===== src/rtl/ms_div.sv =====
// Signed sequential restoring divider: one quotient bit per clock, start/ready handshake.
// Optional remainder output enabled by defining DIV_REMAINDER_EN.
module ms_div #(
    parameter  int W     = 8,
    localparam int CNT_W = $clog2(W) + 1
) (
    input  logic           i_clk,
    input  logic           i_rst,
    input  logic           i_start,
    input  logic [2*W-1:0] i_sw,
    output logic [W-1:0]   o_led,
    output logic           o_ready,
    output logic           o_busy,
    output logic           o_dz
`ifdef DIV_REMAINDER_EN
    ,
    output logic [W-1:0]   o_rem
`endif
);

    localparam logic [2:0] S_IDLE = 3'd0;
    localparam logic [2:0] S_LOAD = 3'd1;
    localparam logic [2:0] S_CALC = 3'd2;
    localparam logic [2:0] S_FIX  = 3'd3;
    localparam logic [2:0] S_DONE = 3'd4;

    logic [2:0]       state_q, state_d;
    logic [CNT_W-1:0] cnt_q, cnt_d;
    logic [W-1:0]     rem_q, rem_d;
    logic [W-1:0]     quo_q, quo_d;
    logic [W:0]       dvs_q, dvs_d;
    logic             neg_dvd_q, neg_dvd_d;
    logic             neg_dvs_q, neg_dvs_d;
    logic             start_q;
    logic [W-1:0]     led_q, led_d;
    logic             dz_q, dz_d;
`ifdef DIV_REMAINDER_EN
    logic [W-1:0]     rem_out_q, rem_out_d;
    logic [W-1:0]     rem_src;
`endif

    logic [W-1:0] sw_dvd, sw_dvs, dvd_mag, quo_signed;
    logic [W:0]   dvs_mag, shifted, diff;
    logic         start_acc, dvs_zero, fits;

    assign sw_dvd = i_sw[2*W-1:W];
    assign sw_dvs = i_sw[W-1:0];
    // Magnitudes are unsigned, so |-2^(W-1)| still fits in W bits.
    assign dvd_mag = sw_dvd[W-1] ? (~sw_dvd + 1'b1) : sw_dvd;
    assign dvs_mag = {1'b0, (sw_dvs[W-1] ? (~sw_dvs + 1'b1) : sw_dvs)};

    assign shifted  = {rem_q, quo_q[W-1]};
    assign fits     = (shifted >= dvs_q);
    assign diff     = shifted - dvs_q;
    assign dvs_zero = (dvs_q == '0);

    assign quo_signed = (neg_dvd_q ^ neg_dvs_q) ? (~quo_q + 1'b1) : quo_q;
`ifdef DIV_REMAINDER_EN
    // With a zero divisor no iteration ran, so quo_q still holds |dividend|.
    assign rem_src = dvs_zero ? quo_q : rem_q;
`endif

    assign start_acc = i_start && !start_q &&
                       ((state_q == S_IDLE) || (state_q == S_DONE));

    always_comb begin
        state_d   = state_q;
        cnt_d     = cnt_q;
        rem_d     = rem_q;
        quo_d     = quo_q;
        dvs_d     = dvs_q;
        neg_dvd_d = neg_dvd_q;
        neg_dvs_d = neg_dvs_q;
        led_d     = led_q;
        dz_d      = dz_q;
`ifdef DIV_REMAINDER_EN
        rem_out_d = rem_out_q;
`endif
        case (state_q)
            S_IDLE, S_DONE: begin
                if (start_acc) begin
                    state_d = S_LOAD;
                    dz_d    = 1'b0;
                end
            end
            S_LOAD: begin
                neg_dvd_d = sw_dvd[W-1];
                neg_dvs_d = sw_dvs[W-1];
                quo_d     = dvd_mag;
                rem_d     = '0;
                dvs_d     = dvs_mag;
                cnt_d     = CNT_W'(W - 1);
                state_d   = (sw_dvs == '0) ? S_FIX : S_CALC;
            end
            S_CALC: begin
                if (fits) begin
                    rem_d = W'(diff);
                    quo_d = {quo_q[W-2:0], 1'b1};
                end else begin
                    rem_d = W'(shifted);
                    quo_d = {quo_q[W-2:0], 1'b0};
                end
                if (cnt_q == '0) begin
                    state_d = S_FIX;
                end else begin
                    cnt_d = cnt_q - 1'b1;
                end
            end
            S_FIX: begin
                led_d   = dvs_zero ? '1 : quo_signed;
                dz_d    = dvs_zero;
`ifdef DIV_REMAINDER_EN
                rem_out_d = neg_dvd_q ? (~rem_src + 1'b1) : rem_src;
`endif
                state_d = S_DONE;
            end
            default: state_d = S_IDLE;
        endcase
    end

    always_ff @(posedge i_clk or negedge i_rst) begin
        if (!i_rst) begin
            state_q   <= S_IDLE;
            cnt_q     <= '0;
            rem_q     <= '0;
            quo_q     <= '0;
            dvs_q     <= '0;
            neg_dvd_q <= 1'b0;
            neg_dvs_q <= 1'b0;
            start_q   <= 1'b0;
            led_q     <= '0;
            dz_q      <= 1'b0;
`ifdef DIV_REMAINDER_EN
            rem_out_q <= '0;
`endif
        end else begin
            state_q   <= state_d;
            cnt_q     <= cnt_d;
            rem_q     <= rem_d;
            quo_q     <= quo_d;
            dvs_q     <= dvs_d;
            neg_dvd_q <= neg_dvd_d;
            neg_dvs_q <= neg_dvs_d;
            start_q   <= i_start;
            led_q     <= led_d;
            dz_q      <= dz_d;
`ifdef DIV_REMAINDER_EN
            rem_out_q <= rem_out_d;
`endif
        end
    end

    assign o_led   = led_q;
    assign o_dz    = dz_q;
    assign o_ready = (state_q == S_DONE);
    assign o_busy  = (state_q == S_LOAD) || (state_q == S_CALC) || (state_q == S_FIX);
`ifdef DIV_REMAINDER_EN
    assign o_rem   = rem_out_q;
`endif

endmodule

===== config.mk =====
export PLATFORM = sky130hd
export DESIGN_NAME = ms_div
export DESIGN_NICKNAME = d
export VERILOG_FILES = /design/src/rtl/ms_div.sv
export SDC_FILE = /design/constraint.sdc
export NUM_CORES = 1
export LEC_CHECK = 0
export BUFFER_PORTS_ARGS = -buffer_cell sky130_fd_sc_hd__buf_2
export CORE_UTILIZATION = 63
export DETAILED_ROUTE_END_ITERATION = 12
export GPL_ROUTABILITY_DRIVEN = 0
export PLACE_DENSITY = 0.85
export SLEW_MARGIN = 10
export SYNTH_ARGS = -nofsm -noshare
export SYNTH_HDL_FRONTEND = slang
export SYNTH_SLANG_ARGS = --single-unit

===== constraint.sdc =====
create_clock -name i_clk -period 3.91 [get_ports i_clk]
set_clock_uncertainty 0.05 [all_clocks]
set_input_delay 0.1955 -clock i_clk [delete_from_list [all_inputs] [get_ports i_clk]]
set_output_delay 0.1955 -clock i_clk [all_outputs]
set_load 0.005 [all_outputs]

==> flow_summary_export.csv <==
group,metric,value,unit
power_and_ir_drop,clkPwrFrac,11.0,%
synthesis,synthDistinctLibCells,56,
routing,via_count,2241,
clock_tree,cts_made_buffers,5,
power_and_ir_drop,share_seq_of_total_power,32.5,%
clock_tree,postCtsSetupRepairBufs,0,
synthesis,syn_nets,327,
worst_setup_path,r2r_setup_slack,1670,ps
sta,totalNegativeSetupSlack,0,ps
worst_setup_path,classification_of_the_worst_setup_path,"reg2reg",
synthesis,syn-cell-area,0.00267,mm2
synthesis,netlist_top_cells_area,"sky130_fd_sc_hd__dfrtp_1 40%, sky130_fd_sc_hd__ha_1 5.6%, sky130_fd_sc_hd__nand2_1 4.4%",
floorplan,die-area,0.00450,mm2
routing,number_of_nets_with_antenna_violations_after_routing,0,
synthesis,synth_edf_count,0,
clock_tree,clock_path_buffers,2,
synthesis,synth_area_leader,"sky130_fd_sc_hd__dfrtp_1",
worst_setup_path,max_stage_delay,420,ps
sta,slew_headroom,38.3,%
global_route,grt.total_usage,28.0,%
synthesis,synthArstFlopShare,100,%
floorplan,floorplan.rows,23,
power_and_ir_drop,power_frac_comb,56.5,%
synthesis,synth-xor-area-share,7.55,%
synthesis,complex_gate_fraction_of_the_synthesized_area,20.3,%
power_and_ir_drop,power.share.switching,46.1,%
clock_tree,cts_htree_levels,2,
floorplan,dieWidth,67.1,um
global_route,antenna_found_initial,0,
sta,tightest_slew,922,ps
floorplan,core,0.00403,mm2
sta,report.final.hold_viol_count,33,
run_status,outcome,"complete, but fails checks",
global_route,grt-ovfl-total,0,
run_status,failed_checks,"hold timing",
power_and_ir_drop,cellInternalPower,1350,uW
synthesis,yosys-mux-area-fraction,0.750,%
worst_setup_path,crit_chain,"inv_1, ha_1, fa_1, nor2b_1, o21ai_0, a211oi_1, a211oi_1, a311o_1",
synthesis,ffs_latches_synth,43,
worst_setup_path,worst_path_most_repeated_cell,"sky130_fd_sc_hd__a211oi_1",
clock_tree,tritoncts_clock_tree,"done",
synthesis,synthDominantCellAreaShare,40.3,%
sta,setup_repair_after_global_routing_missed_its_margin,"no",
synthesis,synth_sequential_area_ratio,40.3,%
cells_and_area,areaGrowthSynthToFinish,9.80,%
power_and_ir_drop,power_density,854,mW/mm2
routing,sum_of_routed_wire_length_over_all_layers,5760,um
worst_setup_path,crit_required,4040,ps
power_and_ir_drop,leakage_power_summed_over_all_cells,0.00135,uW
floorplan,number_of_top_level_design_ports,30,
run,drv.max_cap_violation_count,0,
placed_design,dp.final_hpwl,4150,um
sta,period_needed,2240,ps
synthesis,synth.most_common_cell,"sky130_fd_sc_hd__dfrtp_1",
cells_and_area,post_route_cells_drive_above_1_share,14.6,%
synthesis,synthAdderAreaFrac,6.38,%
routing,detail_route.vias_per_cell,6.01,
cells_and_area,final_core_util,72.7,%
worst_setup_path,cp_slowest_cell,"sky130_fd_sc_hd__fa_1",
clock_tree,clock_sinks,43,
sta,fmaxAchievable,0.446,GHz
worst_setup_path,critical_path.max_fanout,4,
cells_and_area,n_antenna_cell,0,
worst_setup_path,crit_path_start_kind,"flop",
sta,setup-violations-final,0,
synthesis,largest_family_of_logic_cells_by_synthesized_area,"compound AO/OA/AOI/OAI gates",
synthesis,synth_area_in_simple_gates,20.2,%
global_route,wire_length_of_the_first_global_routing_pass,9190,um
power_and_ir_drop,vdd_ir_drop_max,0.399,mV
floorplan,floorplan.die.height,67.1,um
cells_and_area,fillcell_total,315,
sta,final.hold.worst_slack,-20.9,ps
power_and_ir_drop,power.switching,1150,uW
synthesis,synthesis.yosys.warnings,0,
min_path,min-delay-path-class,"in2async",
routing,remaining_drc_errors,0,
global_route,first_global_vias,2008,
routing,wl_per_cell,15.4,um
routing,drtPass1Iterations,4,
global_route,grt_max_degree,44,
placed_design,port_buffers,29,
clock_tree,clock_tree.root_cell,"sky130_fd_sc_hd__clkbuf_8",
clock_tree,worst_setup_hold_path_clk_slew,80,ps
cells_and_area,fin_nets,354,
sta,min_period_over_period,57.3,%
synthesis,leading_register_cell_type_out_of_synthesis,"sky130_fd_sc_hd__dfrtp_1",
floorplan,initial_utilization,66.2,%
synthesis,synthesis.instances,295,
clock_tree,worst_skew_pair.late_latency,290,ps
worst_setup_path,endpoint_kind,"flop",
routing,initialDrtViolationCount,210,
worst_setup_path,worst_ep_arrival_time,2370,ps
sta,final-max-slew-violation-count,0,
synthesis,synth.avg_cell_area,9.05,um2
synthesis,synth.cells.most_frequent,"43 x sky130_fd_sc_hd__dfrtp_1, 31 x sky130_fd_sc_hd__nand2_1, 27 x sky130_fd_sc_hd__nor2_1, 19 x sky130_fd_sc_hd__inv_1, 16 x sky130_fd_sc_hd__o21ai_0",
-- routing by layer --
metal  track usage, %  up-vias  share of wire [%]  wire [um]
met2             44.5       68                 48       2750
met1             35.5     1060                 45       2590
met3             7.88        6                6.0        346
met4             10.9        0                1.1         64
li1                 -     1107                  -          -
met5                0        -                  0          0
-- cells by family after synthesis --
kind of cell    Yosys count
mux                       2
compound gates           77
simple gates            107
xor+xnor                 23
fa+ha+maj                13
buf+inv                  30
flops                    43
-- placed cells by master (no fill, tap or decap), drive strengths merged, types with 3 or more instances in the layout --
cell type	netlist	final
xnor2	11	11
nand2	32	32
ha	12	12
nor4	5	5
xor2	12	12
a311o	4	4
nor3b	3	3
nand4	5	5
clkbuf	5	6
nor2b	7	7
o21ai	23	23
o211ai	4	4
nor2	28	28
nor3	7	7
a22oi	6	6
nand3	5	5
a21oi	17	17
dfrtp	43	43
and3	3	3
a211oi	3	3
buf	6	30
inv	19	19
-- cell type report --
type / count / area (um2) / area share, %
inverters: 19 / 71.3 / 2.43
clock inverters: 2 / 12.5 / 0.427
clock buffers: 6 / 72.6 / 2.48
well taps: 50 / 62.6 / 2.13
repair buffers: 31 / 163 / 5.55
flip-flops and latches: 43 / 1080 / 36.7
multi-input cells: 222 / 1470 / 50.3
-- power by group through the flow --
stage / clock, uW / sequential [uW] / combinational, uW
4_1_cts: 279 / 811 / 1410
6_report: 275 / 814 / 1410
3_3_place_gp: 0 / 806 / 1360
2_1_floorplan: 0 / 770 / 1110
5_1_grt: 304 / 840 / 1580
3_5_place_dp: 0 / 816 / 1400
-- stage by stage --
stage	area (um2)	std cells	total power (uW)	hold slack, ps	setup slack [ps]
4_1_cts	2930	373	2500	10.3	1700
3_5_place_dp	2840	364	2210	268	1740
2_1_floorplan	2670	295	1880	-150	1900
5_1_grt	2930	373	2720	62.9	1550
6_report	2930	373	2500	-20.9	1670
3_3_place_gp	2840	364	2170	266	1780
-- timing repair --
action,in CTS,in global routing
resized for setup,0,0
hold buffers,1,0
hold endpoints to repair,1,0
-- sequential cells by signal, indices dropped and copies added, names as in the netlist --
name / count
cnt_q: 4
neg_dvd_q: 1
neg_dvs_q: 1
state_q: 3
o_led: 8
o_dz: 1
quo_q: 8
rem_q: 8
dvs_q: 8
start_q: 1
-- critical path: cells and delay by family (launching register included) --
family / cells / cell delay [ps]
DFF: 1 / 400
adders and majority gates: 2 / 670
and+or+nand+nor: 1 / 230
buffers and inverters: 1 / 80
AOI/OAI and AO/OA: 4 / 700
-- final timing paths --
| kind | from | to | cells after the start |
|---|---|---|---|
| setup / recovery | quo_q[7]$_DFFE_PN0P_ | rem_q[6]$_DFFE_PN0P_ | 8 |
| hold / removal | i_rst | rem_q[7]$_DFFE_PN0P_ | 1 |
| setup reg to reg | quo_q[7]$_DFFE_PN0P_ | rem_q[6]$_DFFE_PN0P_ | 8 |
| hold reg to reg | neg_dvd_q$_DFFE_PN0P_ | neg_dvd_q$_DFFE_PN0P_ | 2 |
| max in group asynchronous | i_rst | rem_q[6]$_DFFE_PN0P_ | 1 |
| min in group i_clk | i_sw[0] | dvs_q[0]$_DFFE_PN0P_ | 3 |
Note: power is estimated with default switching activity, not from simulation.
